$ cat src/rtl/div_pkg.sv
// Shared definitions for the sequential divider and its neighbours in the
// arithmetic datapath: FSM state encoding, default operand width and a
// helper that sizes the iteration counter.
package div_pkg;

  // Default operand / quotient / remainder width.
  localparam int DIV_WIDTH = 8;

  // Divider control states.
  typedef enum logic [1:0] {
    IDLE = 2'b00,
    CALC = 2'b01,
    DONE = 2'b10
  } state_t;

  // Bits needed to hold an iteration count of 0 .. width-1 (at least 1).
  function automatic int count_width(input int width);
    int bits;
    bits = $clog2(width);
    return (bits < 1) ? 1 : bits;
  endfunction

endpackage

$ cat src/rtl/lookahead_sub.sv
// Combinational N-bit subtractor, diff = a + ~b + 1.
// Carries are resolved inside 2-bit lookahead groups (group generate and
// propagate) and passed from group to group. An odd width ends with a single
// trailing bit. borrow is the inverted carry out, i.e. borrow = (a < b).
module lookahead_sub #(
  parameter int N = 9
) (
  input  logic [N-1:0] a,
  input  logic [N-1:0] b,
  output logic [N-1:0] diff,
  output logic         borrow
);

  logic [N-1:0] b_inv;
  logic [N-1:0] g;
  logic [N-1:0] p;
  logic [N:0]   c;

  assign b_inv = ~b;
  assign g     = a & b_inv;
  assign p     = a ^ b_inv;

  // The +1 of the two's complement enters as the carry into bit 0.
  assign c[0] = 1'b1;

  for (genvar k = 0; k < N / 2; k++) begin : g_grp
    logic grp_g;
    logic grp_p;
    assign grp_g      = g[2*k+1] | (p[2*k+1] & g[2*k]);
    assign grp_p      = p[2*k+1] & p[2*k];
    assign c[2*k + 1] = g[2*k] | (p[2*k] & c[2*k]);
    assign c[2*k + 2] = grp_g | (grp_p & c[2*k]);
  end

  if (N % 2 == 1) begin : g_tail
    assign c[N] = g[N-1] | (p[N-1] & c[N-1]);
  end

  assign diff   = p ^ c[N-1:0];
  assign borrow = ~c[N];

endmodule

$ cat src/rtl/restoring_divider.sv
// Sequential unsigned restoring divider. One dividend/divisor pair is
// accepted through start (only while idle); one quotient bit is retired per
// clock. Results appear on registered outputs together with a one-cycle done
// pulse and hold until the next accepted start.
//
// Handshake: start is sampled only on an edge where busy = 0; that edge
// captures dividend and divisor. busy stays high from the cycle after the
// accepting edge until the cycle after done. Starts seen while busy (including
// the done cycle) are dropped and their operands are never sampled.
module restoring_divider
  import div_pkg::*;
#(
  parameter int WIDTH = DIV_WIDTH
) (
  input  logic             clk,
  input  logic             rst_n,
  input  logic             start,
  input  logic [WIDTH-1:0] dividend,
  input  logic [WIDTH-1:0] divisor,
  output logic             busy,
  output logic             done,
  output logic [WIDTH-1:0] quotient,
  output logic [WIDTH-1:0] remainder,
  output logic             div_by_zero
);

  localparam int CW = count_width(WIDTH);

  state_t         state_q;
  state_t         state_d;
  logic [CW-1:0]  count;
  logic [WIDTH-1:0] r;
  logic [WIDTH-1:0] q;
  logic [WIDTH-1:0] d;

  logic [WIDTH:0]   s;
  logic [WIDTH:0]   t;
  logic             sub_borrow;
  logic             take_diff;
  logic             accept;
  logic             divisor_zero;
  logic [WIDTH-1:0] r_next;
  logic [WIDTH-1:0] q_next;

  assign accept       = (state_q == IDLE) && start;
  assign divisor_zero = (divisor == '0);
  assign busy         = (state_q != IDLE);

  // Shift the next dividend bit into the partial remainder and trial-subtract D.
  assign s = {r, q[WIDTH-1]};

  lookahead_sub #(
    .N (WIDTH + 1)
  ) u_sub (
    .a      (s),
    .b      ({1'b0, d}),
    .diff   (t),
    .borrow (sub_borrow)
  );

  // While R < D the shifted value S is below 2*D, so a successful difference
  // always fits in WIDTH bits; a set MSB is treated like a borrow so R can
  // never leave its WIDTH-bit range.
  assign take_diff = ~sub_borrow & ~t[WIDTH];
  assign r_next    = take_diff ? t[WIDTH-1:0] : s[WIDTH-1:0];
  assign q_next    = {q[WIDTH-2:0], take_diff};

  // State register.
  always_ff @(posedge clk or negedge rst_n) begin
    if (!rst_n) begin
      state_q <= IDLE;
    end else begin
      state_q <= state_d;
    end
  end

  // Next-state logic: IDLE -> CALC (or straight to DONE for a zero divisor),
  // CALC for WIDTH iterations, DONE for exactly one cycle.
  always_comb begin
    state_d = state_q;
    case (state_q)
      IDLE: begin
        if (start) begin
          state_d = divisor_zero ? DONE : CALC;
        end
      end
      CALC: begin
        if (count == '0) begin
          state_d = DONE;
        end
      end
      DONE: begin
        state_d = IDLE;
      end
      default: begin
        state_d = IDLE;
      end
    endcase
  end

  // Working registers: operand capture on accept, one restoring step per CALC cycle.
  always_ff @(posedge clk or negedge rst_n) begin
    if (!rst_n) begin
      r     <= '0;
      q     <= '0;
      d     <= '0;
      count <= '0;
    end else if (accept) begin
      r     <= '0;
      q     <= dividend;
      d     <= divisor;
      count <= CW'(WIDTH - 1);
    end else if (state_q == CALC) begin
      r     <= r_next;
      q     <= q_next;
      count <= count - CW'(1);
    end
  end

  // Result outputs: loaded on the edge that enters DONE, held until the next accept.
  always_ff @(posedge clk or negedge rst_n) begin
    if (!rst_n) begin
      quotient    <= '0;
      remainder   <= '0;
      div_by_zero <= 1'b0;
      done        <= 1'b0;
    end else begin
      done <= 1'b0;
      if (accept) begin
        if (divisor_zero) begin
          quotient    <= '1;
          remainder   <= dividend;
          div_by_zero <= 1'b1;
          done        <= 1'b1;
        end else begin
          div_by_zero <= 1'b0;
        end
      end else if ((state_q == CALC) && (count == '0)) begin
        // The final iteration's Q and R are the results.
        quotient  <= q_next;
        remainder <= r_next;
        done      <= 1'b1;
      end
    end
  end

endmodule

$ cat config.mk
export PLATFORM = sky130hd
export DESIGN_NAME = restoring_divider
export DESIGN_NICKNAME = d
export VERILOG_FILES = /design/src/rtl/div_pkg.sv /design/src/rtl/lookahead_sub.sv /design/src/rtl/restoring_divider.sv
export SDC_FILE = /design/constraint.sdc
export NUM_CORES = 1
export LEC_CHECK = 0
export CORE_MARGIN = 4
export CORE_UTILIZATION = 30
export CTS_CLUSTER_DIAMETER = 200
export CTS_CLUSTER_SIZE = 25
export DETAILED_ROUTE_END_ITERATION = 16
export GPL_TIMING_DRIVEN = 1
export PLACE_DENSITY = 0.59
export SETUP_SLACK_MARGIN = 0.4
export SLEW_MARGIN = 20
export SYNTH_ARGS = -nofsm -noshare
export SYNTH_HDL_FRONTEND = slang
export SYNTH_SLANG_ARGS = --single-unit
$ cat constraint.sdc
create_clock -name clk -period 2.1 [get_ports clk]
set_input_delay 0.63 -clock clk [delete_from_list [all_inputs] [get_ports clk]]
set_output_delay 0.63 -clock clk [all_outputs]
set_load 0.05 [all_outputs]
# --- Word-level counts from Yosys, hierarchy flattened ---
# Cells that the tools add are included.
word_totals:
  reg_bits: 47
  word_cells: 78
op_classes:
  addsub: 1
  n_eq_ne: 4
  muxes: 20
  bitwise: 34
  reduce_logical: 10
op_table:
  columns: ["op", "n"]
  rows:
  - ["$mux W8", 11]
  - ["$xor A9 B9 Y9", 2]
  - ["$and A1 B1 Y1", 16]
  - ["$or A1 B1 Y1", 13]
  - ["$and A9 B9 Y9", 1]
  - ["$not A8 Y9", 1]
  - ["$logic_not A8 Y1", 1]
  - ["$mux W2", 3]
  - ["$mux W3", 2]
  - ["$reduce_bool A2 Y1", 3]
  - ["$ne A2 B2 Y1 const B", 2]
  - ["$pmux W2 S2", 1]
  - ["$reduce_and A2 Y1", 2]
  - ["$logic_not A3 Y1", 1]
  - ["$mux W1", 3]
  - ["$sub A3 B1 Y3 const B", 1]
  - ["$eq A2 B1 Y1 const B", 1]
  - ["$logic_and A1 B1 Y1", 2]
  - ["$logic_not A2 Y1", 1]
  - ["$ne A2 B1 Y1 const B", 1]
  - ["$not A1 Y1", 1]

# --- Logic depth before layout (Yosys ltp) ---
# Gate-level depths: netlist (run 1).
logic_depth:
  depth_word: 17
  depth_mapped: 9
  mapped_depth_nobuf: 9

# --- Hierarchy ---
# From an unflattened synthesis (run 1), not the netlist that was laid out.
hier_totals:
  cells_unflattened: 247
  area_unflattened_um2: 2523.7
modules_own_cells:
  columns: ["mod", "instances", "cells_per_inst", "area_per_inst_um2", "seq_area_each_um2"]
  rows:
  - ["restoring_divider", 1, 203, 2155.8, 1176.1]
  - ["lookahead_sub", 1, 44, 367.9, 0.0]

# --- Least setup slack after synthesis (run 1) ---
# Ideal clock, no wire load.
synth_timing:
  path_type: "register to register"
  start: "register q[7]"
  end: "register remainder[7]"
  setup_ns: 0.124
  arrival_time_ns: 2.114
  setup_slack_ns: -0.138
  stages_incl_launch_ff: 10
  n_path_buf: 0
  synth_period_minus_slack_ns: 2.238
  path_cell_list: "dfrtp_1 -> inv_1 -> ha_1 -> nor3_2 -> o21ai_2 -> a31oi_1 -> fa_1 -> xor2_1 -> nor3_1 -> a211o_1"
synth_between:
  elab_chain_len: 16
  elab_cells_between_ends: 22
synth_rtl:
  columns: ["item", "line", "rtl"]
  rows:
  - ["start: declaration", "restoring_divider.sv:33", "logic [WIDTH-1:0] q;"]
  - ["start signal: assignment", "restoring_divider.sv:110", "q <= dividend;"]
  - ["start signal: assignment", "restoring_divider.sv:115", "q <= q_next;"]
  - ["$and A9 B9 Y9", "lookahead_sub.sv:20", "assign g = a & b_inv;"]
  - ["$and A1 B1 Y1", "lookahead_sub.sv:29", "assign grp_g = g[2*k+1] | (p[2*k+1] & g[2*k]);"]
  - ["$or A1 B1 Y1", "lookahead_sub.sv:29", null]
  - ["$or A1 B1 Y1 (*)", "lookahead_sub.sv:32", "assign c[2*k + 2] = grp_g | (grp_p & c[2*k]);"]
  - ["$and A1 B1 Y1 (*)", "lookahead_sub.sv:32", null]
  - ["$or A1 B1 Y1 (*)", "lookahead_sub.sv:32", null]
  - ["$and A1 B1 Y1 (*)", "lookahead_sub.sv:32", null]
  - ["$or A1 B1 Y1 (*)", "lookahead_sub.sv:32", null]
  - ["$and A1 B1 Y1", "lookahead_sub.sv:32", null]
  - ["$or A1 B1 Y1", "lookahead_sub.sv:32", null]
  - ["$and A1 B1 Y1 / $xor A9 B9 Y9 (equally long branches)", "lookahead_sub.sv:36, lookahead_sub.sv:39", null]
  - ["$or A1 B1 Y1 / $not A1 Y1 (equally long branches)", "lookahead_sub.sv:36, restoring_divider.sv:64", null]
  - ["$and A1 B1 Y1", "restoring_divider.sv:64", "assign take_diff = ~sub_borrow & ~t[WIDTH];"]
  - ["$mux W8 (*)", "restoring_divider.sv:65", "assign r_next = take_diff ? t[WIDTH-1:0] : s[WIDTH-1:0];"]
  - ["$mux W8 (*)", "restoring_divider.sv:138", "end else if ((state_q == CALC) && (count == '0)) begin"]
  - ["$mux W8 (*)", "restoring_divider.sv:129", "if (accept) begin"]
  - ["end signal: assignment", "restoring_divider.sv:132", "remainder <= dividend;"]
  - ["end signal: assignment", "restoring_divider.sv:141", "remainder <= r_next;"]
  - ["end: declaration", "restoring_divider.sv:23", "output logic [WIDTH-1:0] remainder,"]
# Mark *: on every way between the ends. The rest lies on a longest branch, timed or not. The select of a mux whose other input is x is not followed.
# A chain may end at the register's enable or synchronous reset.

# --- Worst setup path after layout (run 1) ---
layout_timing:
  start: "register r[0]"
  end: "register r[5]"
layout_between:
  elab_chain_len: 16
  elab_cells_between_ends: 22
layout_rtl:
  columns: ["item", "line", "rtl"]
  rows:
  - ["start: declaration", "restoring_divider.sv:32", "logic [WIDTH-1:0] r;"]
  - ["start signal: assignment", "restoring_divider.sv:114", "r <= r_next;"]
  - ["$xor A9 B9 Y9", "lookahead_sub.sv:21", "assign p = a ^ b_inv;"]
  - ["$and A1 B1 Y1", "lookahead_sub.sv:29", null]
  - ["$or A1 B1 Y1", "lookahead_sub.sv:29", null]
  - ["$or A1 B1 Y1 (*)", "lookahead_sub.sv:32", null]
  - ["$and A1 B1 Y1 (*)", "lookahead_sub.sv:32", null]
  - ["$or A1 B1 Y1 (*)", "lookahead_sub.sv:32", null]
  - ["$and A1 B1 Y1", "lookahead_sub.sv:32", null]
  - ["$or A1 B1 Y1", "lookahead_sub.sv:32", null]
  - ["$and A1 B1 Y1", "lookahead_sub.sv:32", null]
  - ["$or A1 B1 Y1", "lookahead_sub.sv:32", null]
  - ["$and A1 B1 Y1 / $xor A9 B9 Y9 (equally long branches)", "lookahead_sub.sv:36, lookahead_sub.sv:39", null]
  - ["$or A1 B1 Y1 / $not A1 Y1 (equally long branches)", "lookahead_sub.sv:36, restoring_divider.sv:64", null]
  - ["$and A1 B1 Y1", "restoring_divider.sv:64", null]
  - ["$mux W8 (*)", "restoring_divider.sv:65", null]
  - ["$mux W8 (*)", "restoring_divider.sv:113", "end else if (state_q == CALC) begin"]
  - ["$mux W8 (*)", "restoring_divider.sv:108", "end else if (accept) begin"]
# Marked as above.

==> results of run 1 <==
-- routing by layer --
layer  vias up  global-route usage (%)
met5         -                       0
met4         0                    4.08
met3         6                    1.76
met1      1259                    19.4
li1       1209                       -
met2        63                    26.4
-- kinds of logic after synthesis --
group           synth area share, %
xor+xnor                       1.61
flops                          43.3
simple gates                   16.9
fa+ha+maj                      7.28
buf+inv                        7.09
compound gates                 23.9
-- cells in the final DEF, fill, tap and decap left out, types with 3 or more instances in the layout --
cell type        instances
a311oi_2                11
o21ai_0                 21
a22oi_1                  6
and3_4                   3
nand2_1                 32
a31oi_1                  6
a211oi_2                 4
clkbuf_8                 5
ha_4                     6
buf_6                    9
buf_4                   64
buf_12                   6
ha_1                     4
a21oi_1                  4
clkdlybuf4s50_1          8
fa_2                     3
dfrtp_1                 45
a211o_1                  7
nand3b_1                 6
clkdlybuf4s15_1          3
nand3_1                  5
inv_2                    6
dlygate4sd2_1            5
a221o_1                  3
o21ai_1                  5
inv_1                   14
nor2_1                  27
nor3_1                  10
-- what timing repair did --
action                     4_1_cts  5_1_grt
setup buffers                    6        7
pin swaps                       11       20
hold buffers                     0        0
gates resized for setup         39       28
setup endpoints to repair       44       32
cloned                           3        2
-- cell usage after synthesis (3+ instances only) --
cell type | count | share of area [%]
clkbuf_1 | 9 | 1.2
fa_1 | 3 | 2.2
o21ai_0 | 21 | 3.9
a221o_1 | 3 | 1.1
nand3b_1 | 6 | 1.7
a21oi_1 | 5 | 0.92
xnor2_1 | 3 | 0.97
a311oi_1 | 10 | 3.2
a311oi_2 | 4 | 2.2
nor3_1 | 11 | 2.0
nand2_1 | 32 | 4.4
nand3_1 | 6 | 1.1
a211o_1 | 7 | 2.3
inv_1 | 20 | 2.8
buf_2 | 5 | 0.92
o21ai_1 | 5 | 0.92
a22oi_1 | 6 | 1.7
a211oi_2 | 4 | 1.8
a31oi_1 | 8 | 1.8
dfrtp_1 | 47 | 43
ha_1 | 11 | 5.1
nor2_1 | 29 | 4.0
-- final cells by class --
class | count | area (um^2) | share of cell area [%]
Multi-Input combinational cell | 203 | 1680 | 41.2
Tap cell | 108 | 135 | 3.31
Sequential cell | 47 | 1180 | 28.9
Clock buffer | 5 | 68.8 | 1.69
Clock inverter | 3 | 47.5 | 1.16
Timing Repair Buffer | 99 | 896 | 21.9
Inverter | 20 | 75.1 | 1.84
-- per-stage QoR --
| step | utilization, % | setup TNS (ps) |
|---|---|---|
| floorplan | - | -110 |
| global placement | 40.5 | -6070 |
| detailed placement | 40.5 | -5930 |
| CTS | 44.1 | -357 |
| global route | 46.6 | -2770 |
| finish | 46.6 | -1000 |
-- path summary, 6_finish.rpt --
check	cells past startpoint	to	startpoint	slack [ps]
min in group clk	2	div_by_zero	div_by_zero	490
max	8	r[5]	r[0]	-140
max reg2reg	8	r[5]	r[0]	-140
max in group asynchronous	2	state_q[0]	rst_n	1580
min reg2reg	2	div_by_zero	div_by_zero	490
min	2	quotient[1]	rst_n	290
-- state kept, by name, summed over array words and instances (netlist names) --
register	count
state_q	2
r	8
q	8
div_by_zero	1
remainder	8
count	3
d	8
quotient	8
done	1
-- worst max-delay path, cell delays in order (launching register included) --
cell	delay [ps]
dfrtp_1	430
ha_4	230
o211ai_1	260
o21ai_4	120
buf_4	150
fa_2	340
xnor2_2	160
nor2_1	80
a221o_1	340
==> reports/results.ini, run 1 <==
[status]
status = finished, violations left
violations = setup timing

[floorplanning]
die_area_um2 = 10600
rows = 34
io_pins = 38
start_util_pct = 31.0
design.core.area_um2 = 8760
die_y_um = 103
die_w_um = 103

[hold_path]
min_path_type = input port to async pin

[place]
place_area_um2 = 3550
gp_congestion = 0.765
io_buffers = 37
dp_hpwl_mm = 5.25
place_ws_ps = -337
dp.cells = 459

[run]
maxCapViolCount = 0

[drt]
first_iter_violations = 233
wl_met1_mm = 3.45
via_per_inst = 5.23
vias = 2537
drtAntennaViolNets = 0
wl_per_cell_um = 16.6
routed_wl_mm = 8.07
dr.max_layer_used = met4
wl_met3_um = 254
firstDrtPassIters = 4
drcViolationCount = 0
met2WireLength_mm = 4.28

[clock_network]
tritoncts = done
clockRootBuffer = clkbuf_8
clkSlewWorstSetupHoldPaths_ps = 100
clock_latency_ps = 310
htree_levels = 2
cts_buffers = 5
cts.sinks = 47
clockBufferDepth = 2

[global_route]
grt_pass1_vias = 2427
track_usage_pct = 15.0
antenna_found_initial = 0
grt_overflow = 0
grt_max_degree = 48
grt_pass1_wl_mm = 12.4

[critical_path]
end_kind = flop
start_kind = flop
required_ps = 2300
cp_max_fo = 3
path_class = flop to flop
worstPathArrival_ps = 2440

[synthesis]
syn_inst = 286
syn_area_per_cell_um2 = 9.50
synth_edf_count = 0
synth_seq_cells = 47
synthArstFlopShare_pct = 100
synth.distinct_cells = 45
syn_area_um2 = 2720
ys.warnings.count = 0
syn_nets = 319
seq_area_frac_synth_pct = 43.3
ys.flop_type = dfrtp_1

[sta]
max_slew_margin_pct = 70.1
rsz0062_at_grt = yes
slew_viol_final = 0
timing_hold_violations_final = 0
clock.fmax_mhz = 447
layout_setup_ws_ps = -139
tightest_slew_ps = 448
setup_viol_count_final = 15
skew_ps = 8.54
timing.hold.ws_ps = 288
fin_crit_sh_pct = 107
min_period_ps = 2240

[finish]
nFillCells = 841
syn2layout_area_growth_pct = 50.3
nNetsFinal = 409
final_layout_size_suffix_gt1_share_pct = 39.8
antenna_cells = 0
fin_cells = 485
final_area_um2 = 4080

Power of run 1 is not shown: default switching activity piles up to over one toggle a cycle in this logic, so the estimate is an artifact.
==> run 2: changes to the inputs <==
CORE_MARGIN = not set   (was 4)
CTS_BUF_LIST = sky130_fd_sc_hd__clkbuf_8   (was not set)
==> reports/results.ini, run 2 (synthesized netlist as in run 1, its figures left out) <==
[sta]
layout_setup_ws_ps = -59.3  ; +80.0 ps
timing_hold_violations_final = 0  ; unchanged
setup_viol_count_final = 6  ; -9
tightest_slew_ps = 408  ; -39.8 ps
clock.fmax_mhz = 463  ; +3.7%
rsz0062_at_grt = yes
fin_crit_sh_pct = 103  ; -3.8 points
tns_ps = -226  ; +776 ps
skew_ps = 14.9  ; +6.40 ps
min_period_ps = 2160  ; -80.0 ps
max_slew_margin_pct = 72.7  ; +2.7 points
slew_viol_final = 0  ; unchanged

[critical_path]
path_class = flop to flop
ff2ff_setup_slack_ps = -60  ; +80 ps
r2r-start = r[0]
required_ps = 2300  ; about the same
startpoint = r[0]
worstPathArrival_ps = 2360  ; -80 ps
start_kind = flop
cp_max_fo = 3  ; unchanged
end_kind = flop
reg2reg_to = remainder[6]
reg2reg_depth = 7  ; -1

[drt]
first_iter_violations = 122  ; -48%
firstDrtPassIters = 4  ; unchanged
routed_wl_mm = 7.71  ; -4.5%
vias = 2523  ; -0.55%
wl_per_cell_um = 15.8  ; -4.9%
drcViolationCount = 0  ; unchanged
via_per_inst = 5.18  ; -0.96%
drtAntennaViolNets = 0  ; unchanged

[finish]
fin_cells = 487  ; +0.41%
syn2layout_area_growth_pct = 48.5
antenna_cells = 0  ; unchanged
nNetsFinal = 411  ; +0.49%
final_layout_size_suffix_gt1_share_pct = 42.2  ; +2.4 points
layout_common_cells = 68 x buf_4, 44 x dfrtp_1, 32 x nand2_1
final_area_um2 = 4030  ; -1.3%
final_common_cell = buf_4

[status]
violations = setup timing
status = finished, violations left

[clock_network]
clock_latency_ps = 310  ; about the same
tritoncts = done
htree_levels = 2  ; unchanged
clockRootBuffer = clkbuf_8
cts_buffers = 5  ; unchanged
cts.sinks = 47  ; unchanged
clkSlewWorstSetupHoldPaths_ps = 110  ; about the same
clockBufferDepth = 2  ; unchanged

[place]
dp.cells = 457  ; -0.44%
io_buffers = 37  ; unchanged
place_ws_ps = -279  ; +57.7 ps
dp_hpwl_mm = 5.11  ; -2.6%
gp_congestion = 0.765  ; about the same
place_area_um2 = 3510  ; -1.1%

[global_route]
grt_max_degree = 48  ; unchanged
grt_pass1_wl_mm = 12.8  ; +3.3%
grt_overflow = 0  ; unchanged
track_usage_pct = 16.7  ; +1.7 points
antenna_found_initial = 0  ; unchanged
grt_pass1_vias = 2495  ; +2.8%

[run]
maxCapViolCount = 0  ; unchanged

[floorplanning]
start_util_pct = 31.0  ; unchanged
io_pins = 38  ; unchanged
die_w_um = 97.2  ; -5.8%
rows = 34  ; unchanged
design.core.area_um2 = 8760  ; unchanged
die_area_um2 = 9440  ; -11%
die_y_um = 97.2  ; -5.8%

[hold_path]
min_path_type = input port to async pin

## run 2: cell count changes in the layout (fill, tap and decap cells not counted), moves of 2 or more
cell | previous run | this run
clkbuf_2 | 1 | 6
nor3_1 | 10 | 8
buf_8 | 0 | 3
dlygate4sd2_1 | 5 | 1
ha_2 | 1 | 3
nor3_2 | 2 | 4
buf_12 | 6 | 4
buf_4 | 64 | 68
## run 2: critical path, cell delays in order (launching register included)
cell and delay [ps]:
dfrtp_1 440, ha_4 290, o211ai_1 110, o21ai_4 210, a31oi_2 140, fa_2 560, nor2_1 40, a211o_1 250
## run 2: layout make-up
| cell class | instances | area [um^2] |
|---|---|---|
| clock buffer | 5 | 68.8 |
| fill | 835 | 4730 |
| sequential | 47 | 1180 |
| inverter | 20 | 75.1 |
| timing repair buffer | 102 | 881 |
| multi-input combinational | 202 | 1650 |
| clock inverter | 3 | 46.3 |
| tap | 108 | 135 |
## run 2: metal layers
layer,routed length [um],vias to the layer above,track usage [%]
met5,0,-,0
met4,161,0,5.74
met3,234,13,1.94
met2,3820,50,28.2
met1,3490,1249,22.1
li1,-,1211,-
## run 2: worst max path at each step
| stage | to | slack, ps | cells past startpoint |
|---|---|---|---|
| floorplan | remainder[7] | -60 | 8 |
| global placement | remainder[1] | -260 | 8 |
| detailed placement | remainder[7] | -280 | 8 |
| CTS | remainder[6] | -60 | 7 |
| global route | remainder[7] | -140 | 8 |
| finish | remainder[6] | -60 | 7 |
## run 2: repair_timing
| item | in CTS | in global routing |
|---|---|---|
| buffers inserted | 12 | 7 |
| gates cloned | 3 | 0 |
| resized for setup | 49 | 38 |
| pin swaps | 14 | 10 |
| setup endpoints to repair | 36 | 29 |
| hold buffers | 0 | 0 |
## run 2: stage by stage
step / utilization [%] / hold WS (ps)
after floorplan: - / 334
after global placement: 40.0 / 481
after detailed placement: 40.0 / 468
after CTS: 44.4 / 296
after global routing: 46.0 / 293
final: 46.0 / 285
Power of run 2 is left out for the same reason.
==> run 3: changes to the inputs <==
PLACE_DENSITY = 0.57   (was 0.59)
clock period = 2.14 ns   (was 2.1 ns; I/O delays follow)
==> reports/results.ini, run 3 (synthesized netlist as in run 1, its figures left out) <==
[drt]
wl_per_cell_um = 16.2  ; +2.3%
routed_wl_mm = 7.95  ; +3.1%
first_iter_violations = 187  ; +53%
firstDrtPassIters = 4  ; unchanged
drcViolationCount = 0  ; unchanged
via_per_inst = 5.17  ; -0.19%
drtAntennaViolNets = 0  ; unchanged
vias = 2539  ; +0.63%

[floorplanning]
io_pins = 38  ; unchanged
design.core.area_um2 = 8760  ; unchanged
die_w_um = 97.2  ; unchanged
die_area_um2 = 9440  ; unchanged
die_y_um = 97.2  ; unchanged
start_util_pct = 31.0  ; unchanged
rows = 34  ; unchanged

[finish]
final_layout_size_suffix_gt1_share_pct = 42.6  ; +0.34 points
fin_cells = 491  ; +0.82%
nFillCells = 809  ; -3.1%
nNetsFinal = 415  ; +0.97%
finish.utilization_pct = 46.9  ; +0.90 points
final_common_cell = buf_4
antenna_cells = 0  ; unchanged
layout_common_cells = 69 x buf_4, 44 x dfrtp_1, 31 x nand2_1
syn2layout_area_growth_pct = 51.4

[clock_network]
cts_buffers = 5  ; unchanged
clockBufferDepth = 2  ; unchanged
clkSlewWorstSetupHoldPaths_ps = 100  ; about the same
cts.sinks = 47  ; unchanged
clockRootBuffer = clkbuf_8
clock_latency_ps = 310  ; about the same
htree_levels = 2  ; unchanged
tritoncts = done

[place]
gp_congestion = 0.768  ; +0.37%
dp.cells = 460  ; +0.66%
dp_hpwl_mm = 5.37  ; +5.0%
io_buffers = 37  ; unchanged

[sta]
tightest_slew_ps = 549  ; +141 ps
skew_ps = 8.20  ; -6.74 ps
slew_viol_final = 0  ; unchanged
setup_viol_count_final = 5  ; -1
clock.fmax_mhz = 463  ; about the same
rsz0062_at_grt = yes
layout_setup_ws_ps = -21.1  ; +38.2 ps
min_period_ps = 2160  ; +1.83 ps
max_slew_margin_pct = 63.4  ; -9.3 points
timing_hold_violations_final = 0  ; unchanged
fin_crit_sh_pct = 101  ; -1.8 points

[critical_path]
cp_slowest_cell = dfrtp_1
start_kind = flop
slowest_delay_ps = 430  ; -130 ps
path_class = flop to flop
worstPathArrival_ps = 2360  ; about the same
crit_chain = inv_2 -> ha_4 -> nor3_4 -> o21ai_4 -> a31oi_2 -> fa_2 -> xor2_2 -> nor3_1 -> a211o_1
end_kind = flop
cp_max_fo = 3  ; unchanged
required_ps = 2340  ; +40 ps
ff2ff_setup_slack_ps = -20  ; +40 ps

[hold_path]
min_path_type = input port to async pin

[global_route]
grt_pass1_wl_mm = 12.8  ; +0.54%
grt_overflow = 0  ; unchanged
grt_pass1_vias = 2523  ; +1.1%
antenna_found_initial = 0  ; unchanged
track_usage_pct = 17.0  ; +0.28 points
grt_max_degree = 27  ; -44%

[run]
maxCapViolCount = 0  ; unchanged

[status]
status = finished, violations left
violations = setup timing

run 3: cell types whose count changed in the layout (fill, tap and decap cells not counted), sizes merged:
cell	change
clkdlybuf4s15	+1
buf	+2
dlygate4sd2	+2
and3	-1
clkinvlp	-1
clkinv	+1
run 3: layout make-up:
type | count | area (um^2) | area share [%]
Timing Repair Buffer | 107 | 941 | 22.9
Tap cell | 108 | 135 | 3.29
Sequential cell | 47 | 1180 | 28.7
Clock buffer | 5 | 68.8 | 1.67
Inverter | 20 | 75.1 | 1.83
Clock inverter | 3 | 47.5 | 1.16
Multi-Input combinational cell | 201 | 1660 | 40.5
run 3: critical path, delay by kind of cell (launching register included):
kind                     cells  cell delay, ps
flip-flops                   1             430
AO/OA/AOI/OAI                3             580
XOR/XNOR                     1             180
adder cells (fa/ha/maj)      2             660
buffers and inverters        1              70
AND/OR/NAND/NOR              2             120
run 3: layer usage:
layer | global-route usage [%] | up-vias | routed length, um
met2 | 30.1 | 38 | 4110
met4 | 4.94 | 0 | 141
met5 | 0 | - | 0
met1 | 21.7 | 1272 | 3540
li1 | - | 1218 | -
met3 | 2.01 | 11 | 158
run 3: metrics by stage:
step           worst slack (ps)  hold WS (ps)  instance area [um^2]  setup TNS [ps]
2_1_floorplan             -17.5           346                  2810           -29.6
4_1_cts                   -40.9           316                  3920            -137
6_report                  -21.1           301                  4110           -66.4
5_1_grt                   -99.8           337                  4110            -698
3_3_place_gp               -225           482                  3550           -3450
3_5_place_dp               -237           476                  3550           -3360
run 3: what timing repair did:
action,in CTS,in global routing
setup buffers,15,6
endpoints found under the setup margin,39,28
gates cloned,1,1
resized for setup,48,47
pin swaps,10,17
hold buffers,0,0
run 3: final timing paths:
| kind | from | end | depth (start not counted) |
|---|---|---|---|
| max | q[7] | remainder[7] | 9 |
| max in group asynchronous | rst_n | r[4] | 2 |
| min in group clk | div_by_zero | div_by_zero | 2 |
| min | rst_n | done | 1 |
| max reg2reg | q[7] | remainder[7] | 9 |
| min reg2reg | div_by_zero | div_by_zero | 2 |
Power of run 3 is left out for the same reason.
